$ cat src/rtl/riscv_pkg.sv
// Shared types and constants for the 64-bit pipelined RISC-V core.
// Decode, ALU control and the ID/EX register all use idex_ctrl_t.
package riscv_pkg;

    localparam int XLEN = 64;
    localparam int RA_W = 5;

    typedef enum logic [1:0] {
        ALUOP_ADD   = 2'b00,
        ALUOP_SUB   = 2'b01,
        ALUOP_RTYPE = 2'b10,
        ALUOP_RSVD  = 2'b11
    } aluop_e;

    typedef struct packed {
        logic       reg_write;
        logic       mem_to_reg;
        logic       mem_read;
        logic       mem_write;
        logic       branch;
        logic       alu_src;
        aluop_e     alu_op;
        logic [2:0] funct3;
        logic       funct7_5;
    } idex_ctrl_t;

endpackage

$ cat src/rtl/sat_counter.sv
// Width-parameterised up-counter that sticks at all-ones instead of wrapping.
module sat_counter #(
    parameter int W = 32
) (
    input  logic         clk,
    input  logic         reset,
    input  logic         inc,
    output logic [W-1:0] count
);

    logic [W-1:0] count_d;
    logic [W-1:0] count_q;

    // Increment unless already at the ceiling.
    always_comb begin
        count_d = count_q;
        if (inc && (count_q != {W{1'b1}})) begin
            count_d = count_q + 1'b1;
        end
    end

    // Count register with synchronous clear.
    always_ff @(posedge clk) begin
        if (reset) begin
            count_q <= '0;
        end else begin
            count_q <= count_d;
        end
    end

    assign count = count_q;

endmodule

$ cat src/rtl/id_ex_reg.sv
// ID/EX pipeline register: captures decoded control, operands, immediate and
// register addresses for execute. Supports stall (hold), flush (bubble) and a
// valid bit. Optional saturating stall/bubble counters under IDEX_PERF_CNT_EN.
module id_ex_reg #(
    parameter int XLEN  = riscv_pkg::XLEN,
    parameter int RA_W  = riscv_pkg::RA_W
`ifdef IDEX_PERF_CNT_EN
    ,
    parameter int CNT_W = 32
`endif
) (
    input  logic            clk,
    input  logic            reset,
    input  logic            stall,
    input  logic            flush,
    input  logic            id_valid,
    input  logic            id_RegWrite,
    input  logic            id_MemtoReg,
    input  logic            id_MemRead,
    input  logic            id_MemWrite,
    input  logic            id_Branch,
    input  logic            id_ALUSrc,
    input  logic [1:0]      id_ALUOp,
    input  logic [2:0]      id_funct3,
    input  logic            id_funct7_5,
    input  logic [XLEN-1:0] id_pc,
    input  logic [XLEN-1:0] id_rd1,
    input  logic [XLEN-1:0] id_rd2,
    input  logic [XLEN-1:0] id_imm,
    input  logic [RA_W-1:0] id_rs1,
    input  logic [RA_W-1:0] id_rs2,
    input  logic [RA_W-1:0] id_rd,
    output logic            ex_RegWrite,
    output logic            ex_MemtoReg,
    output logic            ex_MemRead,
    output logic            ex_MemWrite,
    output logic            ex_Branch,
    output logic            ex_ALUSrc,
    output logic [1:0]      ex_ALUOp,
    output logic [2:0]      ex_funct3,
    output logic            ex_funct7_5,
    output logic [XLEN-1:0] ex_pc,
    output logic [XLEN-1:0] ex_rd1,
    output logic [XLEN-1:0] ex_rd2,
    output logic [XLEN-1:0] ex_imm,
    output logic [RA_W-1:0] ex_rs1,
    output logic [RA_W-1:0] ex_rs2,
    output logic [RA_W-1:0] ex_rd,
    output logic            ex_valid
`ifdef IDEX_PERF_CNT_EN
    ,
    output logic [CNT_W-1:0] bubble_count,
    output logic [CNT_W-1:0] stall_count
`endif
);

    import riscv_pkg::*;

    idex_ctrl_t      id_ctrl;
    idex_ctrl_t      ctrl_d,  ctrl_q;
    logic            valid_d, valid_q;
    logic [XLEN-1:0] pc_d,    pc_q;
    logic [XLEN-1:0] rd1_d,   rd1_q;
    logic [XLEN-1:0] rd2_d,   rd2_q;
    logic [XLEN-1:0] imm_d,   imm_q;
    logic [RA_W-1:0] rs1_d,   rs1_q;
    logic [RA_W-1:0] rs2_d,   rs2_q;
    logic [RA_W-1:0] rd_d,    rd_q;

    // Bundle the decoded control inputs; ALUOp 11 passes through untouched.
    always_comb begin
        id_ctrl            = '0;
        id_ctrl.reg_write  = id_RegWrite;
        id_ctrl.mem_to_reg = id_MemtoReg;
        id_ctrl.mem_read   = id_MemRead;
        id_ctrl.mem_write  = id_MemWrite;
        id_ctrl.branch     = id_Branch;
        id_ctrl.alu_src    = id_ALUSrc;
        id_ctrl.alu_op     = aluop_e'(id_ALUOp);
        id_ctrl.funct3     = id_funct3;
        id_ctrl.funct7_5   = id_funct7_5;
    end

    // Next contents: flush zeroes everything (beats stall), stall holds, else load.
    always_comb begin
        ctrl_d  = ctrl_q;
        valid_d = valid_q;
        pc_d    = pc_q;
        rd1_d   = rd1_q;
        rd2_d   = rd2_q;
        imm_d   = imm_q;
        rs1_d   = rs1_q;
        rs2_d   = rs2_q;
        rd_d    = rd_q;
        if (flush) begin
            ctrl_d  = '0;
            valid_d = 1'b0;
            pc_d    = '0;
            rd1_d   = '0;
            rd2_d   = '0;
            imm_d   = '0;
            rs1_d   = '0;
            rs2_d   = '0;
            rd_d    = '0;
        end else if (!stall) begin
            ctrl_d  = id_ctrl;
            valid_d = id_valid;
            pc_d    = id_pc;
            rd1_d   = id_rd1;
            rd2_d   = id_rd2;
            imm_d   = id_imm;
            rs1_d   = id_rs1;
            rs2_d   = id_rs2;
            rd_d    = id_rd;
        end
    end

    // Pipeline register; reset overrides stall and flush.
    always_ff @(posedge clk) begin
        if (reset) begin
            ctrl_q  <= '0;
            valid_q <= 1'b0;
            pc_q    <= '0;
            rd1_q   <= '0;
            rd2_q   <= '0;
            imm_q   <= '0;
            rs1_q   <= '0;
            rs2_q   <= '0;
            rd_q    <= '0;
        end else begin
            ctrl_q  <= ctrl_d;
            valid_q <= valid_d;
            pc_q    <= pc_d;
            rd1_q   <= rd1_d;
            rd2_q   <= rd2_d;
            imm_q   <= imm_d;
            rs1_q   <= rs1_d;
            rs2_q   <= rs2_d;
            rd_q    <= rd_d;
        end
    end

    assign ex_RegWrite = ctrl_q.reg_write;
    assign ex_MemtoReg = ctrl_q.mem_to_reg;
    assign ex_MemRead  = ctrl_q.mem_read;
    assign ex_MemWrite = ctrl_q.mem_write;
    assign ex_Branch   = ctrl_q.branch;
    assign ex_ALUSrc   = ctrl_q.alu_src;
    assign ex_ALUOp    = ctrl_q.alu_op;
    assign ex_funct3   = ctrl_q.funct3;
    assign ex_funct7_5 = ctrl_q.funct7_5;
    assign ex_valid    = valid_q;
    assign ex_pc       = pc_q;
    assign ex_rd1      = rd1_q;
    assign ex_rd2      = rd2_q;
    assign ex_imm      = imm_q;
    assign ex_rs1      = rs1_q;
    assign ex_rs2      = rs2_q;
    assign ex_rd       = rd_q;

`ifdef IDEX_PERF_CNT_EN
    logic bubble_inc;
    logic stall_inc;

    // A stall cycle only counts when it is not overridden by a flush.
    always_comb begin
        bubble_inc = flush;
        stall_inc  = stall & ~flush;
    end

    sat_counter #(.W(CNT_W)) u_bubble_cnt (
        .clk   (clk),
        .reset (reset),
        .inc   (bubble_inc),
        .count (bubble_count)
    );

    sat_counter #(.W(CNT_W)) u_stall_cnt (
        .clk   (clk),
        .reset (reset),
        .inc   (stall_inc),
        .count (stall_count)
    );
`endif

endmodule

$ cat config.mk
export PLATFORM = sky130hd
export DESIGN_NAME = id_ex_reg
export DESIGN_NICKNAME = d
export VERILOG_FILES = /design/src/rtl/riscv_pkg.sv /design/src/rtl/sat_counter.sv /design/src/rtl/id_ex_reg.sv
export SDC_FILE = /design/constraint.sdc
export NUM_CORES = 1
export LEC_CHECK = 0
export BUFFER_PORTS_ARGS = -buffer_cell sky130_fd_sc_hd__clkbuf_2
export CORE_AREA = 5 5 220 222
export DETAILED_ROUTE_END_ITERATION = 10
export DIE_AREA = 0 0 225 227
export SLEW_MARGIN = 0
export SYNTH_ARGS = -nofsm -noshare
export SYNTH_HDL_FRONTEND = slang
export SYNTH_HIERARCHICAL = 1
export SYNTH_SLANG_ARGS = --single-unit
$ cat constraint.sdc
create_clock -name clk -period 1.45 [get_ports clk]
set_input_delay 0.2175 -clock clk [delete_from_list [all_inputs] [get_ports clk]]
set_output_delay 0.2175 -clock clk [all_outputs]
set_load 0.03 [all_outputs]
After elaboration in Yosys (flattened, before gate mapping) --
Cells that the tools add are included.
Operators by class: add/sub/neg operators 0, multipliers 0, div/mod/pow operators 0, magnitude comparators 0, equal/unequal tests 0, shift operators 0, multiplexer cells 0, bitwise operators 0, reductions and logical operators 1
Operators with widths (count):
- OR reduction 2 bit | 1
Storage, ports and cells: bits in registers 284, bits in latches 0, RAM bits 0, bits in read-only memories 0, memories kept 0

Depth between registers and ports, before layout --
Gate-level depths: netlist of run 1.
word-level depth 1, gate-level depth with buffers 5, mapped depth without buffers 2

Worst setup path before layout of run 1 --
No wires, ideal clock.
path type in2reg, start in stall, end reg imm_q[0], in the netlist ex_imm[0], setup time 115 ps, arrival time 868 ps, required time 1335 ps, path slack 467 ps, stages 5, buffers on the path 3, cells stage by stage buf_4 buf_6 buf_4 mux2i_1 nor2_1
RTL lines:
- start: declaration | line id_ex_reg.sv:14 | input logic stall,
- end signal: assignment | line id_ex_reg.sv:136 | imm_q <= imm_d;
- end: declaration | line id_ex_reg.sv:65 | logic [XLEN-1:0] imm_d, imm_q;

Worst setup path in the final report of run 1 --
start reg pc_q[54], in the netlist ex_pc[54], end out ex_pc[54]
RTL lines:
- start: declaration | line id_ex_reg.sv:62 | logic [XLEN-1:0] pc_d, pc_q;
- start signal: assignment | line id_ex_reg.sv:133 | pc_q <= pc_d;
- end: declaration | line id_ex_reg.sv:42 | output logic [XLEN-1:0] ex_pc,
No word-level cell between the ends.

==> results of run 1 <==
[routing by layer]
| layer | vias to the layer above | routed length [um] |
|---|---|---|
| li1 | 4791 | - |
| met1 | 4566 | 13700 |
| met2 | 456 | 18100 |
| met3 | 97 | 3010 |
| met4 | 2 | 1470 |
| met5 | - | 13 |
[final cells by class]
cell class / instances / share of cell area [%]
Tap cell: 607 / 4.28
Antenna cell: 3 / 0.0423
Sequential cell: 284 / 32.0
Timing Repair Buffer: 909 / 35.5
Multi-Input combinational cell: 569 / 22.1
Clock inverter: 15 / 1.09
Clock buffer: 41 / 4.92
[cell usage in the layout, fill, tap and decap left out, types with 5 or more instances in the layout]
cell type / instances
dlygate4sd3_1: 289
buf_12: 14
clkinv_2: 5
clkbuf_16: 31
dfxtp_1: 284
buf_4: 35
mux2i_1: 284
clkbuf_8: 6
nor2_1: 284
clkbuf_2: 570
[registers in the layout (all words and copies together) (netlist names), 2 cells and up]
name / count
ex_imm: 64
ex_pc: 64
ex_rd1: 64
ex_rd2: 64
ex_rd: 5
ex_rs1: 5
ex_rs2: 5
ex_funct3: 3
ex_ALUOp: 2
[cell families after synthesis]
kind of cell,share of synthesized area (%)
flip-flops,55.5
buffers and inverters,6.36
AND/OR/NAND/NOR,10.5
multiplexers,27.7
[report_power, final]
| group | switching (W) | internal, W | total, W |
|---|---|---|---|
| clock network | 0.00317 | 0.00493 | 0.00810 |
| registers | 0.000148 | 0.00806 | 0.00821 |
| logic | 0.00149 | 0.00147 | 0.00297 |
[worst max path at each step]
stage	from	to	cells past startpoint
after floorplan	stall	ex_imm[0]	5
after global placement	stall	ex_rd1[27]	5
after detailed placement	stall	ex_rd1[40]	5
after CTS	ex_pc[54]	ex_pc[54]	1
after global routing	ex_pc[54]	ex_pc[54]	1
final	ex_pc[54]	ex_pc[54]	1
[metrics by stage]
| step | hold slack (ns) | setup WS (ns) | area (sq um) |
|---|---|---|---|
| floorplan | 0.361 | 0.467 | 10300 |
| global placement | 0.447 | 0.260 | 13800 |
| detailed placement | 0.455 | 0.216 | 13800 |
| CTS | 0.00222 | 0.0120 | 17700 |
| global route | 0.0333 | 0.0134 | 17700 |
| finish | 0.0343 | 0.0548 | 17700 |
==> out/metrics.yaml, run 1 <==
critical_path:
  path_max_fanout: 2
  regToRegSetupSlack_ns: 0.27
  worstSetupStartpointType: "flip-flop"
  r2r-start: "ex_pc[5]"
  crit_required_ns: 1.23
  critical_path.top_delay_family: "flip-flops"
  slowest_stage: "dfxtp_1"
  r2r_cells: 3
  crit_type: "reg -> out"
  critPathMaxStageDelay_ns: 0.38
  cp-end-kind: "output port"
  cp_data_arrival_time_ns: 1.18
  reg2reg_to: "ex_pc[5]"
  critPathBufInv: 1
  cp_cell_sequence: "clkbuf_2"
worst_hold_path:
  hold_end: "ex_pc[30]"
  whs_path_depth: 3
  worstHoldStart: "stall"
  worstHoldPathType: "in -> reg"
yosys:
  synth-edff-count: 0
  synthTopCellsByCount: "284 x dfxtp_1, 284 x mux2i_1, 284 x nor2_1"
  syn-instance-count: 917
  syn_area_per_cell_sq_um: 11.2
  seq_area_frac_synth_pct: 55.5
  syn_area_sq_um: 10300
  yosys.cell_types.count: 8
  yosys_register_bits: 284
  synthesis.nets: 1205
  synth_top_cell_by_area: "dfxtp_1"
  yosysTopAreaCellShare_pct: 55.5
  synthFlopType: "dfxtp_1"
  ys_warn_count: 6
  synth_area_leaders: "dfxtp_1 55%, mux2i_1 28%, nor2_1 10%"
  ys_async_sr_fraction_pct: 0
place:
  dp_hpwl_um: 24800
  placedCellCount: 2080
  routabilityCongestion: 0.852
  io_buffers: 571
clocking:
  cts_setup_buffers: 0
  cts_tree: "built"
  root_buffer: "clkbuf_16"
  holdBufCountCts: 289
  cts_resized: 0
  clk_pin_slew_ns: 0.06
  cts_buffers: 30
  clkLatencyLatePin_ns: 0.55
  cts_max_level: 1
  clockBufferDepth: 3
  clkSinkCount: 284
route:
  drtAntennaViolNets: 0
  drc_errors: 0
  num_vias: 9912
  drt-initial-drc-count: 380
  firstDrtPassIters: 5
  finalWirelength_um: 36300
  avgRoutedWirePerCell_um: 14.9
  viasPerCell: 4.08
timing:
  finalHoldViolCount: 0
  max_freq_mhz: 717
  maxSlewViolCount: 0
  period_share_pct: 96.2
  rsz0062_at_grt: "no"
  tightest_slew_ns: 0.383
  post-route-min-period_ns: 1.40
  tns_ns: 0
  max_slew_margin_pct: 74.5
  setup_violations: 0
  skew_ns: 0
global_route:
  grt_pass1_vias: 10500
  busiest_layer: "met2"
  grt_usage_pct: 13.0
  met2_usage_pct: 23.5
  gr-total-overflow: 0
  use_met3_pct: 3.17
  antenna_found_initial: 2
  grt_start_max_net_pins: 68
  use_met1_pct: 14.6
  grt_pass1_wl_um: 55000
power_and_ir_drop:
  total_power_w: 0.0193
  p_leak_nw: 8.87
  peakVddDrop_uv: 755
  power_density_nw_per_um2: 1090
die:
  die_width_um: 225
  dieArea_sq_um: 51100
  io_pins: 572
  core_area_sq_um: 46200
  start_util_pct: 22.2
  fp-row-count: 79
  die_y_um: 227
finish:
  num-fill-cells: 4337
  regArea_sq_um: 5690
  layout.nets: 2082
  fin_util_pct: 38.4
  multi_input_area_sq_um: 3920
  drive_gt1_share_pct: 37.0
  synthToLayoutAreaGrowth_pct: 73.0
  instances_no_fill: 2428
job:
  drv_cap: 0
outcome:
  status: "complete, no violations"
No activity file was read; power rests on OpenSTA's default activity.
==> inputs of run 2 (changes only) <==
Settings changed: MAX_ROUTING_LAYER set to met4, SLEW_MARGIN 0 to 40.
==> run 2 against run 1 <==
Net effect:
- routed wire length about the same
- maximum frequency is 0.21% higher
- critical path depth is the same
- global-route usage grew 0.39 points
- worst hold slack improved by 0.0017 ns
- clock power hardly changed
- flip-flop and latch count stayed put
- clock skew did not move
- sequential power about the same
- via count shrank 0.33%
- die area did not move
==> out/metrics.yaml, run 2 (synthesized netlist as in run 1, its figures left out) <==
outcome:
  status: "complete, no violations"
global_route:
  antenna_found_initial: 2
  grt_usage_pct: 13.4
  grt_pass1_wl_um: 54900
  grt_start_max_net_pins: 68
  grt_pass1_vias: 10500
  gr-total-overflow: 0
critical_path:
  regToRegSetupSlack_ns: 0.27
  cp_cell_sequence: "clkbuf_2"
  r2r_cells: 3
  worstSetupStartpointType: "flip-flop"
  cp.depth: 1
  critical_path.top_delay_family: "flip-flops"
  critPathMaxStageDelay_ns: 0.38
  crit_type: "reg -> out"
  critPathBufInv: 1
  slowest_stage: "dfxtp_1"
  cp-end-kind: "output port"
  r2r-start: "ex_pc[5]"
  reg2reg_to: "ex_pc[5]"
  crit_required_ns: 1.23
  cp_data_arrival_time_ns: 1.17
  path_max_fanout: 2
power_and_ir_drop:
  swShare_pct: 25.0
  total_power_w: 0.0193
  peakVddDrop_uv: 755
  clock_power_share_pct: 42.0
  p_leak_nw: 8.87
  p_int_w: 0.0145
  p_sw_w: 0.00481
  power_density_nw_per_um2: 1090
  pwr-share-comb_pct: 15.4
  p_seq_share_pct: 42.6
die:
  io_pins: 572
  start_util_pct: 22.2
  die_y_um: 227
  dieArea_sq_um: 51100
  fp-row-count: 79
  core_area_sq_um: 46200
  die_width_um: 225
worst_hold_path:
  hold_end: "ex_pc[30]"
  worstHoldStart: "stall"
  whs_path_depth: 3
  worstHoldPathType: "in -> reg"
clocking:
  clkLatencyLatePin_ns: 0.55
  clk_pin_slew_ns: 0.06
  clockBufferDepth: 3
  root_buffer: "clkbuf_16"
  cts_setup_buffers: 0
  cts_tree: "built"
  cts_buffers: 30
  clkSinkCount: 284
  cts_max_level: 1
finish:
  fin_util_pct: 38.4
  final_area_sq_um: 17700
  num-fill-cells: 4338
  layout_common_cells: "570 x clkbuf_2, 289 x dlygate4sd3_1, 284 x mux2i_1, 284 x nor2_1, 284 x dfxtp_1"
  drive_gt1_share_pct: 37.0
  synthToLayoutAreaGrowth_pct: 73.1
  final_common_cell: "clkbuf_2"
  layout.nets: 2082
place:
  io_buffers: 571
  place_ws_ns: 0.216
  place_area_sq_um: 13800
  dp_hpwl_um: 24800
  routabilityCongestion: 0.865
timing:
  maxSlewViolCount: 0
  max_freq_mhz: 718
  rsz0062_at_grt: "no"
  max_slew_margin_pct: 74.8
  skew_ns: 0
  setup_slack_ns: 0.0577
  post-route-min-period_ns: 1.39
  tightest_slew_ns: 0.378
  tns_ns: 0
  finalHoldViolCount: 0
  period_share_pct: 96.0
  setup_violations: 0
route:
  viasPerCell: 4.07
  drc_errors: 0
  finalWirelength_um: 36300
  firstDrtPassIters: 5
  avgRoutedWirePerCell_um: 14.9
  drtAntennaViolNets: 0
  num_vias: 9879
  drt-initial-drc-count: 364
job:
  drv_cap: 0
[run 2: cell count changes in the layout (fill, tap and decap cells not counted), sizes merged]
cell and delta:
diode +1
[run 2: what timing repair did]
item | 4_1_cts | 5_1_grt
hold buffers | 289 | 0
gates resized for setup | 0 | 0
hold endpoints to repair | 284 | 0
[run 2: how the worst max path moves through the flow]
stage	start	to	slack, ns
2_1_floorplan	stall	ex_imm[0]	0.47
3_3_place_gp	stall	ex_rd1[27]	0.26
3_5_place_dp	stall	ex_rd1[40]	0.22
4_1_cts	ex_pc[54]	ex_pc[54]	0.01
5_1_grt	ex_pc[54]	ex_pc[54]	0.01
6_report	ex_pc[54]	ex_pc[54]	0.06
[run 2: final cells by class]
| cell class | count | area (sq um) | area share (%) |
|---|---|---|---|
| clock buffer | 41 | 873 | 4.92 |
| antenna | 4 | 10.0 | 0.0564 |
| timing repair buffer | 909 | 6300 | 35.5 |
| clock inverter | 15 | 193 | 1.09 |
| multi-input combinational | 569 | 3920 | 22.1 |
| sequential | 284 | 5690 | 32.0 |
| tap | 607 | 759 | 4.28 |
[run 2: power by group through the flow]
stage / Sequential, W / Combinational, W / Clock [W]
after global routing: 0.00824 / 0.00316 / 0.00866
after detailed placement: 0.00837 / 0.00229 / 0
final: 0.00821 / 0.00297 / 0.00810
after floorplan: 0.00887 / 0.000942 / 0
after global placement: 0.00837 / 0.00227 / 0
after CTS: 0.00820 / 0.00293 / 0.00833
[run 2: layer usage]
metal  routed length (um)  GRT usage, %  vias to the layer above
met1                13900          14.9                     4540
met4                 1440          5.91                        0
met2                18200          23.5                      452
met5                    0             -                        -
met3                 2730          2.71                       96
li1                     -             -                     4791
[run 2: metrics by stage]
| step | hold slack, ns | instances |
|---|---|---|
| floorplan | 0.361 | 917 |
| global placement | 0.447 | 2080 |
| detailed placement | 0.455 | 2080 |
| CTS | 0.00222 | 2425 |
| global route | 0.0333 | 2427 |
| finish | 0.0361 | 2429 |
[run 2: worst register-to-register path: stages, from the launching register on]
cell	delay [ns]
dfxtp_1	0.32
mux2i_1	0.14
dlygate4sd3_1	0.57
nor2_1	0.04
